## src/rtl/rx_frontend_cfg_pkg.sv

```systemverilog
// Shared state encoding, shadow indices and replay order for the RX frontend
// configuration sequencer.
package rx_frontend_cfg_pkg;

  localparam int NUM_REGS = 6;

  localparam logic [2:0] IDX_MAG      = 3'd0;
  localparam logic [2:0] IDX_PHASE    = 3'd1;
  localparam logic [2:0] IDX_OFFSET_I = 3'd2;
  localparam logic [2:0] IDX_OFFSET_Q = 3'd3;
  localparam logic [2:0] IDX_IQ_MAP   = 3'd4;
  localparam logic [2:0] IDX_HET      = 3'd5;

  // IQ mapping goes first so the corrections that follow land on the final lane order.
  localparam logic [2:0] REPLAY_ORDER [NUM_REGS] = '{
    IDX_IQ_MAP, IDX_MAG, IDX_PHASE, IDX_OFFSET_I, IDX_OFFSET_Q, IDX_HET
  };

  typedef enum logic [2:0] {
    S_IDLE,
    S_WAIT_SYNC,
    S_WRITE,
    S_GAP,
    S_FLUSH,
    S_DONE
  } state_t;

endpackage

```

## src/rtl/rx_frontend_cfg_pick.sv

```systemverilog
// Combinational priority pick: first dirty shadow index in replay order, plus
// a flag telling whether any register is still dirty.
module rx_frontend_cfg_pick
  import rx_frontend_cfg_pkg::*;
(
  input  logic [NUM_REGS-1:0] dirty,
  output logic [2:0]          idx,
  output logic                any
);

  // Walk the order backwards so the earliest dirty entry is the last one assigned.
  always_comb begin
    idx = IDX_MAG;
    any = 1'b0;
    for (int i = NUM_REGS - 1; i >= 0; i--) begin
      if (dirty[REPLAY_ORDER[i]]) begin
        idx = REPLAY_ORDER[i];
        any = 1'b1;
      end
    end
  end

endmodule

```

## src/rtl/rx_frontend_cfg_seq.sv

```systemverilog
// RX frontend configuration sequencer: shadows six settings registers, replays
// only the dirty ones on commit (one write per two cycles) and masks RX while settling.
module rx_frontend_cfg_seq
  import rx_frontend_cfg_pkg::*;
#(
  parameter logic [7:0] SR_MAG_CORRECTION   = 8'd0,
  parameter logic [7:0] SR_PHASE_CORRECTION = 8'd1,
  parameter logic [7:0] SR_OFFSET_I         = 8'd2,
  parameter logic [7:0] SR_OFFSET_Q         = 8'd3,
  parameter logic [7:0] SR_IQ_MAPPING       = 8'd4,
  parameter logic [7:0] SR_HET_PHASE_INCR   = 8'd5,
  parameter int         FLUSH_CYCLES        = 32
) (
  input  logic        clk,
  input  logic        reset_n,
  input  logic        cfg_wr,
  input  logic [2:0]  cfg_idx,
  input  logic [31:0] cfg_data,
  input  logic        cfg_commit,
  input  logic        cfg_commit_sync,
  input  logic        sync_in,
  output logic        set_stb,
  output logic [7:0]  set_addr,
  output logic [31:0] set_data,
  output logic        busy,
  output logic        done,
  output logic        cfg_err,
  output logic        rx_mask
);

  localparam logic [7:0] FLUSH_LOAD = 8'(FLUSH_CYCLES - 1);

  state_t                        state;
  logic [NUM_REGS-1:0][31:0]     shadow;
  logic [NUM_REGS-1:0]           dirty;
  logic [NUM_REGS-1:0]           wr_mask;
  logic [NUM_REGS-1:0]           dirty_eff;
  logic [NUM_REGS-1:0]           pick_onehot;
  logic [7:0]                    flush_cnt;
  logic [2:0]                    pick_idx;
  logic                          pick_any;
  logic [31:0]                   pick_data;
  logic                          wr_ok;
  logic                          rejected;
  logic                          go_write;

  function automatic logic [7:0] sr_addr(input logic [2:0] idx);
    case (idx)
      IDX_MAG:      return SR_MAG_CORRECTION;
      IDX_PHASE:    return SR_PHASE_CORRECTION;
      IDX_OFFSET_I: return SR_OFFSET_I;
      IDX_OFFSET_Q: return SR_OFFSET_Q;
      IDX_IQ_MAP:   return SR_IQ_MAPPING;
      default:      return SR_HET_PHASE_INCR;
    endcase
  endfunction

  assign wr_ok    = (state == S_IDLE) && cfg_wr && (cfg_idx < 3'(NUM_REGS));
  assign rejected = (state != S_IDLE) ? (cfg_wr | cfg_commit) : (cfg_wr & ~wr_ok);

  // A write in the commit cycle must be visible to the very first pick.
  always_comb begin
    wr_mask = '0;
    if (wr_ok) wr_mask[cfg_idx] = 1'b1;
  end
  assign dirty_eff = dirty | wr_mask;

  rx_frontend_cfg_pick u_pick (
    .dirty (dirty_eff),
    .idx   (pick_idx),
    .any   (pick_any)
  );

  always_comb begin
    pick_onehot           = '0;
    pick_onehot[pick_idx] = 1'b1;
  end

  assign pick_data = (wr_ok && cfg_idx == pick_idx) ? cfg_data : shadow[pick_idx];

  assign go_write = pick_any &&
                    ((state == S_IDLE && cfg_commit && !cfg_commit_sync) ||
                     (state == S_WAIT_SYNC && sync_in) ||
                     (state == S_GAP));

  always_ff @(posedge clk or negedge reset_n) begin
    if (!reset_n) begin
      state     <= S_IDLE;
      shadow    <= '0;
      dirty     <= '1;
      flush_cnt <= '0;
      set_stb   <= 1'b0;
      set_addr  <= '0;
      set_data  <= '0;
      busy      <= 1'b0;
      done      <= 1'b0;
      cfg_err   <= 1'b0;
      rx_mask   <= 1'b0;
    end else begin
      set_stb <= 1'b0;
      done    <= 1'b0;
      cfg_err <= rejected;
      if (wr_ok) shadow[cfg_idx] <= cfg_data;

      case (state)
        S_IDLE: begin
          dirty <= dirty_eff;
          if (cfg_commit && !pick_any) begin
            state <= S_DONE;
            busy  <= 1'b1;
            done  <= 1'b1;
          end else if (cfg_commit && cfg_commit_sync) begin
            state <= S_WAIT_SYNC;
            busy  <= 1'b1;
          end
        end
        S_WAIT_SYNC: begin
        end
        // The final write skips GAP so the settle window starts right after it.
        S_WRITE: begin
          if (pick_any) begin
            state <= S_GAP;
          end else begin
            state     <= S_FLUSH;
            flush_cnt <= FLUSH_LOAD;
          end
        end
        S_GAP: begin
          if (!pick_any) begin
            state     <= S_FLUSH;
            flush_cnt <= FLUSH_LOAD;
          end
        end
        S_FLUSH: begin
          if (flush_cnt == 8'd0) begin
            state <= S_DONE;
            done  <= 1'b1;
          end else begin
            flush_cnt <= flush_cnt - 8'd1;
          end
        end
        S_DONE: begin
          state   <= S_IDLE;
          busy    <= 1'b0;
          rx_mask <= 1'b0;
        end
        default: state <= S_IDLE;
      endcase

      if (go_write) begin
        state    <= S_WRITE;
        busy     <= 1'b1;
        rx_mask  <= 1'b1;
        set_stb  <= 1'b1;
        set_addr <= sr_addr(pick_idx);
        set_data <= pick_data;
        dirty    <= dirty_eff & ~pick_onehot;
      end
    end
  end

endmodule

```

## config.mk

```make
export PLATFORM = sky130hd
export DESIGN_NAME = rx_frontend_cfg_seq
export DESIGN_NICKNAME = d
export VERILOG_FILES = /design/src/rtl/rx_frontend_cfg_pkg.sv /design/src/rtl/rx_frontend_cfg_pick.sv /design/src/rtl/rx_frontend_cfg_seq.sv
export SDC_FILE = /design/constraint.sdc
export NUM_CORES = 1
export LEC_CHECK = 0
export ABC_AREA = 1
export ABC_CLOCK_PERIOD_IN_PS = 3600
export BUFFER_PORTS_ARGS = -buffer_cell sky130_fd_sc_hd__buf_2
export CELL_PAD_IN_SITES_DETAIL_PLACEMENT = 1
export CELL_PAD_IN_SITES_GLOBAL_PLACEMENT = 2
export CORE_MARGIN = 2
export CORE_UTILIZATION = 41
export DETAILED_ROUTE_END_ITERATION = 10
export GPL_TIMING_DRIVEN = 0
export HOLD_SLACK_MARGIN = 0.03
export PLACE_DENSITY_LB_ADDON = 0.05
export REMOVE_ABC_BUFFERS = 1
export SKIP_LAST_GASP = 1
export SYNTH_ARGS = -nofsm -noshare
export SYNTH_HDL_FRONTEND = slang
export SYNTH_SLANG_ARGS = --single-unit
```

## constraint.sdc

```tcl
create_clock -name clk -period 3.6 [get_ports clk]
set_input_delay 0.72 -clock clk [delete_from_list [all_inputs] [get_ports clk]]
set_output_delay 0.72 -clock clk [all_outputs]
set_load 0.05 [all_outputs]
```

# After elaboration in Yosys (flattened, before gate mapping)
# Index checks and enable logic that the tools add are counted.
# word_totals
regBits	254
word_cells	118
input_bits	41
# classes
eq_ne	16
n_mux	47
magnitude_cmp	5
reduce_logical	27
bitwise	6
n_addsub	1
# ops
cell	n
$bwmux 192	1
$bmux 32 s3	1
$demux 32 s3	1
$mux 32	3
$mux 3	12
$pmux 3 s5	2
$mux 6	3
$mux 1	17
$mux 8	2
$pmux 8 s2	1
$eq 3x2->1 const B	4
$logic_and 1x1->1	11
$eq 3x3->1 const B	3
$logic_not 8->1	1
$lt 3x4->1 const B	2
$sub 8x1->8 const B	1
$and 6x6->6	1
$demux 1 s3	2
$eq 3x1->1 const B	2
$ge 3x1->1 const B	2
$logic_not 3->1	2
$ne 2x2->1 const B	3
$ne 3x3->1 const B	2
$not 6->6	1
other kinds (16)	22

# Longest topological paths before layout
# Gate-level depths: netlist of run 1.
# logic_depth
depth_word	19
depth_mapped	18
depth_no_buf	17

# Modules after synthesis
# A second synthesis of run 1 with hierarchy kept.
# hier_totals
cells_unflattened	1497
hier_area_um2	11977.7
# modules_own_cells
module	area_each_um2	n_inst	cells_each
rx_frontend_cfg_seq	11917.7	1	1484
rx_frontend_cfg_pick	60.1	1	13

# Worst setup path before layout of run 1
# Ideal clock, no wire load.
# synth_path
path_type	input to register
start	in cfg_idx[1]
end	reg set_data[8]
cell_stages	16
t_arrival_ns	2.175
setup_slack_ns	1.306
path_buffers	1
cell_sequence	inv_2 > nor2_1 > nand2_1 > nor2_4 > nor2_2 > nand2_1 > nand2_1 > nand2_2 > nand2_2 > nand2_1 > clkbuf_1 > o21ai_0 > nor2_1 > nor2_1 > nor2_1 > nor2_1
# synth_via
elab_chain_cells	15
word_cells_on_any_way	27
classes_between	order compare: 3; eq/ne: 1; mux: 18; bitwise: 1; reduce/logical: 4
# synth_rtl
element	line_no	text
start: declaration	rx_frontend_cfg_seq.sv:17	input logic [2:0] cfg_idx,
$lt 3x4->1 (implied by the code) / $ge 3x1->1 (equally long branches)	rx_frontend_cfg_seq.sv:64	if (wr_ok) wr_mask[cfg_idx] = 1'b1;
$logic_and 1x1->1 (implied by the code)	rx_frontend_cfg_seq.sv:64	
$mux 1 (implied by the code)	rx_frontend_cfg_seq.sv:64	
$demux 1 s3	rx_frontend_cfg_seq.sv:64	
$mux 6	rx_frontend_cfg_seq.sv:64	
$or 6x6->6	rx_frontend_cfg_seq.sv:66	assign dirty_eff = dirty | wr_mask;
$mux 3 (6 in series)	rx_frontend_cfg_pick.sv:16	if (dirty[REPLAY_ORDER[i]]) begin
$bmux 32 s3 / $eq 3x3->1 (equally long branches)	rx_frontend_cfg_seq.sv:79	assign pick_data = (wr_ok && cfg_idx == pick_idx) ? cfg_data : shadow[pick_idx];
$mux 32 (implied by the code) / $logic_and 1x1->1 (equally long branches)	rx_frontend_cfg_seq.sv:79	
$mux 32	rx_frontend_cfg_seq.sv:79	
end signal: assignment	rx_frontend_cfg_seq.sv:156	set_data <= pick_data;
end: declaration	rx_frontend_cfg_seq.sv:24	output logic [31:0] set_data,
# Several ways; a longest one is shown, not always the timed one. The select of a mux whose other input is x is not followed.
# A chain may end at the register's enable or synchronous reset.

# Worst setup path after layout of run 1
# layout_path
start	reg state[1]
end	reg set_data[1]
# layout_via
elab_chain_cells	14
word_cells_on_any_way	30
classes_between	eq/ne: 3; mux: 16; bitwise: 1; reduce/logical: 10
# layout_rtl
element	line_no	text
start: declaration	rx_frontend_cfg_seq.sv:33	state_t state;
start signal: assignment	rx_frontend_cfg_seq.sv:88	state <= S_IDLE;
start signal: assignment	rx_frontend_cfg_seq.sv:109	state <= S_DONE;
start signal: assignment	rx_frontend_cfg_seq.sv:113	state <= S_WAIT_SYNC;
$logic_not 3->1	rx_frontend_cfg_seq.sv:58, rx_frontend_cfg_seq.sv:82	
$logic_and 1x1->1 (2 in series)	rx_frontend_cfg_seq.sv:58	assign wr_ok = (state == S_IDLE) && cfg_wr && (cfg_idx < 3'(NUM_REGS));
$mux 6	rx_frontend_cfg_seq.sv:64	
$or 6x6->6	rx_frontend_cfg_seq.sv:66	
$mux 3 (6 in series)	rx_frontend_cfg_pick.sv:16	
$bmux 32 s3 / $eq 3x3->1 (equally long branches)	rx_frontend_cfg_seq.sv:79	
$mux 32 (implied by the code) / $logic_and 1x1->1 (equally long branches)	rx_frontend_cfg_seq.sv:79	
$mux 32	rx_frontend_cfg_seq.sv:79	
# Several ways; a longest one is shown, not always the timed one. The select of a mux whose other input is x is not followed.

==> reports/summary.md, run 1 <==
The run finished with clean final reports. The final cell count without fillers was 1829. The worst path in the final design needs a cycle of 3.41 ns, including I/O delays and setup. The total of flip-flops plus latches after synthesis works out to 249. Counting every sink on the clock net gives 249. The count of buffers added on input and output ports is 80. The number of synthesized flops with an enable pin was 0. The first global-routing pass estimated 64400 um of wire.

The number of hold buffers added after CTS was 0. For the number of rows in the core area, the log shows 63. Number of vias per cell: 5.59. Between clock sinks in the finished design, the worst skew comes to 0.00922 ns. STA classifies the critical path startpoint as a flop. For this run, the total global-route usage over all layers was measured as 26.9%. The tree is rooted in a clkbuf_16. Summing all placed instances gives a cell area of 13000 um^2.

Entering global routing, the biggest net connects 116 pins. TritonCTS built the clock tree. The final layout contains routed wiring with a total length of 40600 um. The share of async-settable or async-resettable flops after synthesis works out to 100%. Post-synthesis cell type with the largest combined area: dfrtp_1. The die footprint was 31100 um^2. After synthesis, the largest family of logic cells by area is simple AND/OR/NAND/NOR gates. For the final setup violation count, the log shows 0. Cell seen most often among critical-path stages: nor2_1. Summed over all layers, the global routing overflow is 0. For the number of global-route vias before repair, the log shows 10700. Most repeated cell in the gate-level netlist after synthesis: nand2_1. The number of antenna-violating nets in the routed design is 0.

The initial utilization of the core area, before any placement, comes to 41.4%. The cell family contributing the most delay on the critical path is simple AND/OR/NAND/NOR gates. Walking the worst path, the cells encountered are nor2_2 > nand3_4 > nor2_4 > buf_12 > nor2_1 > nand2_1 > nand2_2 > nand2_8 > buf_16 > nand2_8 > buf_16 > nand2_4 > nand2_8 > nand3_4 > buf_12 > nand2_1 > nor2_1 > nor2_1 > nor2_1. The post-place setup slack was -3.35 ns. The achievable clock frequency was 0.293 GHz; the critical path's largest stage delay was 0.43 ns. The number of buffer and inverter instances along the worst setup path works out to 4. Yosys mapped the design onto 35 distinct sky130hd cell types. The run gives 620 as the detailed router's first-iteration violation count. The portion of synthesized cell area occupied by the leading cell type was 49.9%. The final-report max-slew violation count is 0, and the synthesized area per cell is 8.99 um^2. The power density relative to cell area works out to 1110 nW/um^2. For the cell area after synthesis, the log shows 12200 um^2. For the clock buffer count from CTS, the log shows 30.

The first detailed-routing pass took 6 iterations. Yosys attributes the largest share of cell area to dfrtp_1 (50%), mux2_2 (12%), nand2_1 (8.7%). Relative to the synthesized area, the layout overhead comes to 18.2%.

Once detailed placement completed, the half-perimeter wirelength came to 20000 um. The weighted congestion at the end of routability-driven global placement was 0.715; the register clock-pin slew on the reported worst setup and hold paths was 0.06 ns. Summing the areas of all fa, ha and maj instances in the mapped netlist gives 0.205% of the synthesized area.

Summing the areas of all xor and xnor instances in the mapped netlist gives 0.144% of the synthesized area. For this run, design rule violations remaining after detail routing come to 0. Setup slack on the critical path of the routed design comes to 0.192 ns. Via count: 10200. The worst hold path belongs to the class primary input to asynchronous set/reset pin. The count of H-tree levels built during CTS was 1; the placeable core area was 29500 um^2. In the final design database the tool counted 1459 nets. The number of antenna violations at the first check in global routing was 1; the transition time at the pin with the least slew margin was 0.885 ns.

The critical path class is flop to flop. The routed length per placed instance was 22.2 um; the leakage power figure was 6.72 nW. Measured against its own limit, the worst slew margin works out to 40.9%. After routing the design area is 14400 um^2.

The worst setup path is captured at a flop. For this design, the slowest cell found on the critical path is dfrtp_1. The clock passes through at most 3 buffers. The die span in y was 176 um; the mux share of post-synthesis cell area was 12.2%. The final hold violation count was 0. For this run, the leading register cell type out of synthesis is dfrtp_1. The final critical path takes up 94.7% of the cycle. Measured along the x axis, the die boundary spans 176 um. Data on the critical path is required at its endpoint by 4.09 ns.

The later pin in the worst-skew pair is clocked with a latency of 0.55 ns. The logs give 51.2% for the part of the Yosys area used for sequential elements and 86 for the count of boundary I/O pins. Synthesis produced 1356 cells.

Counting tap cells, the placed design contains a total of 1747 instances. The post-synthesis share of cell area spent on and, or, nand and nor gates works out to 26.6%. The setup slack of the worst register-to-register path came out at 0.19 ns.

By count the netlist is led by nand2_1 (284), dfrtp_1 (243), nor2_1 (172). Number of synthesis warnings: 0. Setup repair after global routing left no endpoint under its margin. VDD sags by at most 0.596 mV. Max-cap violations in this run came to 0. Data arrives at the worst endpoint at 3.89 ns. The tightest hold path in the finished design has a slack of 0.126 ns. Along the worst path, the maximum fanout reaches 28. Summing the areas of all compound-gate instances in the mapped netlist gives 3.86% of the synthesized area. In the final layout, the share of cells above drive strength 1 is 23.6%.
logic make-up after synthesis:
kind of cell,Yosys count
and+or+nand+nor,726
DFF,249
buffers and inverters,156
muxes,132
AOI/OAI and AO/OA,88
adders and majority gates,2
xor gates and xnor gates,2
other,1
worst reg2reg max path: stages, from the launching register on:
cell     delay (ns)
dfrtp_1        0.43
nor2_2         0.22
nand3_4        0.16
nor2_4         0.17
buf_12         0.21
nor2_1         0.14
nand2_1        0.09
nand2_2        0.15
nand2_8        0.14
buf_16         0.21
nand2_8        0.21
buf_16         0.24
nand2_4        0.16
nand2_8        0.10
nand3_4        0.12
buf_12         0.20
nand2_1        0.09
nor2_1         0.14
nor2_1         0.08
nor2_1         0.08
cell type report:
| class | count | area (um^2) |
|---|---|---|
| Multi-Input combinational cell | 963 | 5490 |
| Antenna cell | 1 | 2.50 |
| Clock buffer | 48 | 930 |
| Fill cell | 3360 | 15100 |
| Clock inverter | 6 | 36.3 |
| Tap cell | 390 | 488 |
| Sequential cell | 249 | 6240 |
| Timing Repair Buffer | 112 | 983 |
| Inverter | 60 | 245 |
state kept, by name, indices dropped and copies added (netlist names):
signal and flops:
dirty 6, set_stb 1, flush_cnt 8, state 3
cfg_err 1, busy 1, set_addr 3, shadow 192
done 1, rx_mask 1, set_data 32
repair_timing:
action                                  4_1_cts  5_1_grt
pin swaps                                    10        3
endpoints found under the setup margin       46       32
cloned                                       10        1
buffers inserted                             12        4
resized for setup                            19       10
path summary, 6_finish.rpt:
| path | from | end | cells after the start |
|---|---|---|---|
| min in group clk | cfg_data[16] | shadow[144]$_DFFE_PN0P_ | 3 |
| worst max-delay path | state[1]$_DFFE_PN0P_ | set_data[1]$_DFFE_PN0P_ | 19 |
| worst min register to register | set_data[3]$_DFFE_PN0P_ | set_data[3]$_DFFE_PN0P_ | 2 |
| worst max register to register | state[1]$_DFFE_PN0P_ | set_data[1]$_DFFE_PN0P_ | 19 |
| max in group asynchronous | reset_n | shadow[127]$_DFFE_PN0P_ | 2 |
| worst min-delay path | reset_n | shadow[148]$_DFFE_PN0P_ | 1 |
per-stage QoR:
stage / util, % / total power, mW / TNS (ns)
2_1_floorplan: - / 9.66 / -74.72
3_3_place_gp: 42.8 / 11.8 / -1208.56
3_5_place_dp: 44.0 / 12.2 / -105.74
4_1_cts: 48.5 / 16.0 / 0
5_1_grt: 48.9 / 17.3 / 0
6_report: 48.9 / 16.0 / 0
report_power, final:
group          leakage (nW)  switching (mW)  internal (mW)
logic                  3.20            5.60           2.74
clock network         0.476            1.23           1.75
registers              3.04           0.616           4.12
total                  6.72            7.44           8.61
per-layer routing:
| layer | track usage [%] | vias up | wire (um) |
|---|---|---|---|
| met2 | 44.4 | 226 | 19100 |
| met4 | 5.17 | 2 | 770 |
| li1 | - | 4693 | - |
| met5 | 0 | - | 7 |
| met1 | 37.6 | 5241 | 18500 |
| met3 | 4.31 | 60 | 2170 |
placed cells by master, fill, tap and decap left out, types with 10 or more instances in the layout:
master     Yosys  final
buf_12         0     11
buf_2         33     79
buf_4         17     12
clkbuf_16      0     31
dfrtp_1      243    243
inv_1         55     53
mux2_2       132    132
nand2_1      284    279
nand3_1      170    170
nand4_1       78     78
nor2_1       172    168
nor2_4         4     10
o21ai_0       66     66
No activity file was read; power rests on OpenSTA's default activity.
==> inputs of run 2 (changes only) <==
- ABC_AREA: 1 -> 0
- CORE_UTILIZATION: 41 -> 45
- PLACE_DENSITY: not set -> 0.93
- PLACE_DENSITY_LB_ADDON: 0.05 -> not set
==> reports/summary.md, run 2 <==
The flow ran to the end, and the final reports show no timing, DRC or antenna violations. The initial standard-cell utilization of the core was 45.4% (+4.0 points). The number of buffer and inverter instances along the worst setup path was 2 (-2). After synthesis, the most frequently instantiated cells are dfrtp_1 (243), mux2_2 (216), nand2_1 (58).

TritonCTS built the clock tree. The count of input and output buffers is 80 (unchanged). In the final layout, the registers with the most flip-flops are shadow: 192 flops, set_data: 32 flops, flush_cnt: 8 flops. The run gives 0 (unchanged) as the global-route congestion overflow total. The fraction of synthesized cell area in xor and xnor cells was 0.374% (+0.23 points).

The iteration count of the initial detailed-routing pass is 4 (-2). The tools report the worst vdd rail ir drop as 0.416 mV (-30%). The post-layout worst setup margin is 0.262 ns (+0.0703 ns), and the count of distinct cell types in the synthesized netlist is 66 (+89%).

The cell seen most often among critical-path stages is buf_4. The routed length per placed instance is 24.5 um (+10%). The smallest hold slack is 0.101 ns (-0.0248 ns), and the synthesized area per cell is 12.6 um^2 (+41%). For the number of synthesis warnings, the log shows 0 (unchanged).

Clock period minus worst slack: 3.34 ns (-0.0703 ns). For the detailed router's first-iteration violation count, the log shows 532 (-14%). Count of H-tree levels built during CTS: 1 (unchanged). Endpoint required time on the critical path: 3.99 ns (-0.10 ns). Leaving out fill and tap cells, the most frequent cells in the layout are dfrtp_1 (243), mux2_2 (216), buf_2 (79).

Traced cell by cell, the critical path runs through nor4b_4 > buf_4 > buf_4 > a311oi_1 > o31a_1 > nor2_4 > a221oi_2 > o31ai_1. By area, the combinational part of the netlist is dominated by multiplexers. The post-synthesis adder-cell area fraction was 0.213% (+0.0083 points). The run gives 51700 um (-20%) as the wire length of the first global-routing pass. The final setup violation count is 0 (unchanged).

The logic depth of the worst setup path including buffers works out to 8 (-11). The critical path class is flop to flop. The number of antenna-violating nets in the routed design was 0 (unchanged); the total of flip-flops plus latches after synthesis was 249 (unchanged). The number of vias per cell came out at 6.16 (+10%). Master of the slowest instance on the critical path: o31a_1.

The run gives 53.2% (+2.1 points) as the part of the Yosys area used for sequential elements. The number of flip-flops under the largest register name is 192 (unchanged). The area growth from synthesis to layout is 16.4%. The kind of cell adding the most delay to the critical path is compound AO/OA/AOI/OAI gates. The portion of synthesized cell area occupied by the leading cell type is 51.9% (+2.0 points). The leakage power figure was 5.91 nW (-12%). Mux share of post-synthesis cell area: 22.5% (+10 points).

The count of cells along the worst register-to-register path works out to 8 (-11). The post-place setup slack is -1.38 ns (+1.97 ns), and the setup skew after layout is 0.0214 ns (+0.0122 ns). The run gives 59 (-6.3%) as the number of rows in the core area.

The pin count of the biggest net entering global routing was 123 (+6.0%); the die span in y was 165 um (-6.3%). The highest fanout seen on the critical path is 13 (-54%), and the achievable clock frequency is 0.300 GHz (+2.1%). Among all cell types in the netlist, the one instantiated most often is dfrtp_1. The post-layout total power is 14.7 mW (-8.5%). The run gives 1034 (-29%) as the final layout net count.

Path category of the worst min-delay check: primary input to asynchronous set/reset pin. The run gives 11700 um^2 (-3.9%) as the cell area after synthesis. The tools report the clock buffer count from CTS as 26 (-13%). The fraction of layout instances using a drive strength above 1 was 41.6% (+18 points); the weighted congestion at the end of routability-driven global placement was 0.763 (+6.7%). The total wire length after detailed routing is 33000 um (-19%). The type of destination of the critical path is a flop.

The most used flip-flop cell after synthesis is dfrtp_1. The critical path's largest stage delay is 0.66 ns (+0.23 ns), and the count of mapped cells out of synthesis is 927 (-32%). The number of max-cap violations is 0 (unchanged), and the transition time at the pin with the least slew margin is 1.01 ns (+0.122 ns). The number of global-route vias before repair is 9019 (-16%). The clock insertion delay at the later pin of the skew report is 0.54 ns (about the same), and the placeable core area is 25800 um^2 (-12%). The final routed DRC violation total was 0 (unchanged). The startpoint type of the worst setup path was a flop. The power density relative to cell area is 1080 nW/um^2 (-3.4%). Share of the synthesized area in compound gates (AO/OA/AOI/OAI): 14.4% (+11 points). Setup repair after global routing left no endpoint under its margin.

The logs give 27400 um^2 (-12%) for the die footprint and 32.5% (-8.4 points) for the tightest slew margin relative to the limit. The horizontal die dimension came out at 165 um (-6.3%). The count of boundary I/O pins came out at 86 (unchanged). The number of synthesized flops with an enable pin came out at 0 (unchanged).

The final-report max-slew violation count was 0 (unchanged). Ranked by flip-flop count, first place goes to shadow. The run gives 52.8% (+3.9 points) as the end-of-flow core utilization. The post-synthesis cell type with the largest combined area was dfrtp_1. The number of antenna violations at the first check in global routing was 3 (+2).

The logs give 249 (unchanged) for the TritonCTS sink count and 8293 (-19%) for the via count. The post-synthesis share of cell area spent on and, or, nand and nor gates was 5.81% (-21 points). For the overall routing resource usage, the log shows 24.5% (-2.4 points). The tools report the worst path arrival time as 3.73 ns (-0.16 ns). The number of filler cells placed in the layout is 2589 (-23%), and the share of async-settable or async-resettable flops after synthesis is 100% (unchanged).

The register clock-pin slew on the reported worst setup and hold paths came out at 0.06 ns (about the same). The final hold violation count was 0 (unchanged); the period utilization was 92.7% (-2.0 points). Sorting the synthesized cells by area gives the leading types as dfrtp_1 (52%), mux2_2 (21%), a221oi_1 (1.9%).

Leading cell type in the layout, fill and taps excluded: dfrtp_1. CTS placed an instance of clkbuf_16 at the clock tree root. The maximum number of buffers from clock root to sink is 3 (unchanged).

The total half-perimeter wirelength after legalization and detailed placement is 19600 um (-2.0%).
## run 2: routing by layer
metal | part of all wire, % | vias up | track usage (%) | routed length (um)
met1 | 42 | 4381 | 31.4 | 13900
met5 | 0 | - | 0 | 0
met3 | 4.3 | 50 | 2.95 | 1430
met2 | 51 | 236 | 43.7 | 17000
li1 | - | 3626 | - | -
met4 | 2.0 | 0 | 6.82 | 645
## run 2: through the flow
step | std cells | setup TNS (ns) | area (um^2)
CTS | 1337 | 0 | 13500
detailed placement | 1289 | -43.88 | 12600
global placement | 1266 | -1000.82 | 12200
global route | 1344 | 0 | 13600
finish | 1346 | 0 | 13600
floorplan | 851 | -43.76 | 11400
## run 2: where the power goes
part           leakage [nW]  internal [mW]  switching (mW)
combinational          2.41           2.89            4.15
sequential             3.09           4.15           0.841
clock                 0.413           1.56            1.09
total                  5.91           8.60            6.08
## run 2: timing repair
action,4_1_cts,5_1_grt
pin swaps,2,2
setup endpoints to repair,38,23
resized for setup,14,7
gates cloned,0,1
hold buffers,0,0
setup buffers,3,5
## run 2: worst paths after layout
| kind | startpoint | endpoint | slack [ns] |
|---|---|---|---|
| setup / recovery | state[0]$_DFFE_PN0P_ | set_data[4]$_DFFE_PN0P_ | 0.26 |
| hold / removal | reset_n | shadow[151]$_DFFE_PN0P_ | 0.10 |
| setup reg to reg | state[0]$_DFFE_PN0P_ | set_data[4]$_DFFE_PN0P_ | 0.26 |
| hold reg to reg | set_addr[0]$_DFFE_PN0P_ | set_addr[0]$_DFFE_PN0P_ | 0.48 |
| max in group asynchronous | reset_n | set_data[14]$_DFFE_PN0P_ | 2.15 |
| min in group clk | set_addr[0]$_DFFE_PN0P_ | set_addr[0]$_DFFE_PN0P_ | 0.48 |
## run 2: cell families after synthesis
| logic type | count (synthesis) |
|---|---|
| compound gates | 206 |
| flops | 249 |
| fa+ha+maj | 2 |
| simple gates | 141 |
| buf+inv | 88 |
| mux | 235 |
| other cells | 1 |
| xor+xnor | 5 |
## run 2: layout make-up
cell class              count  area [um^2]  share of cell area [%]
diodes                      3         7.51                  0.0550
flip-flops and latches    249         6240                    45.7
well taps                 335          419                    3.07
inverters                   8         35.0                   0.257
multi-input cells         595         5240                    38.4
repair buffers            111          861                    6.31
clock inverters             6         57.6                   0.422
clock buffers              39          781                    5.72
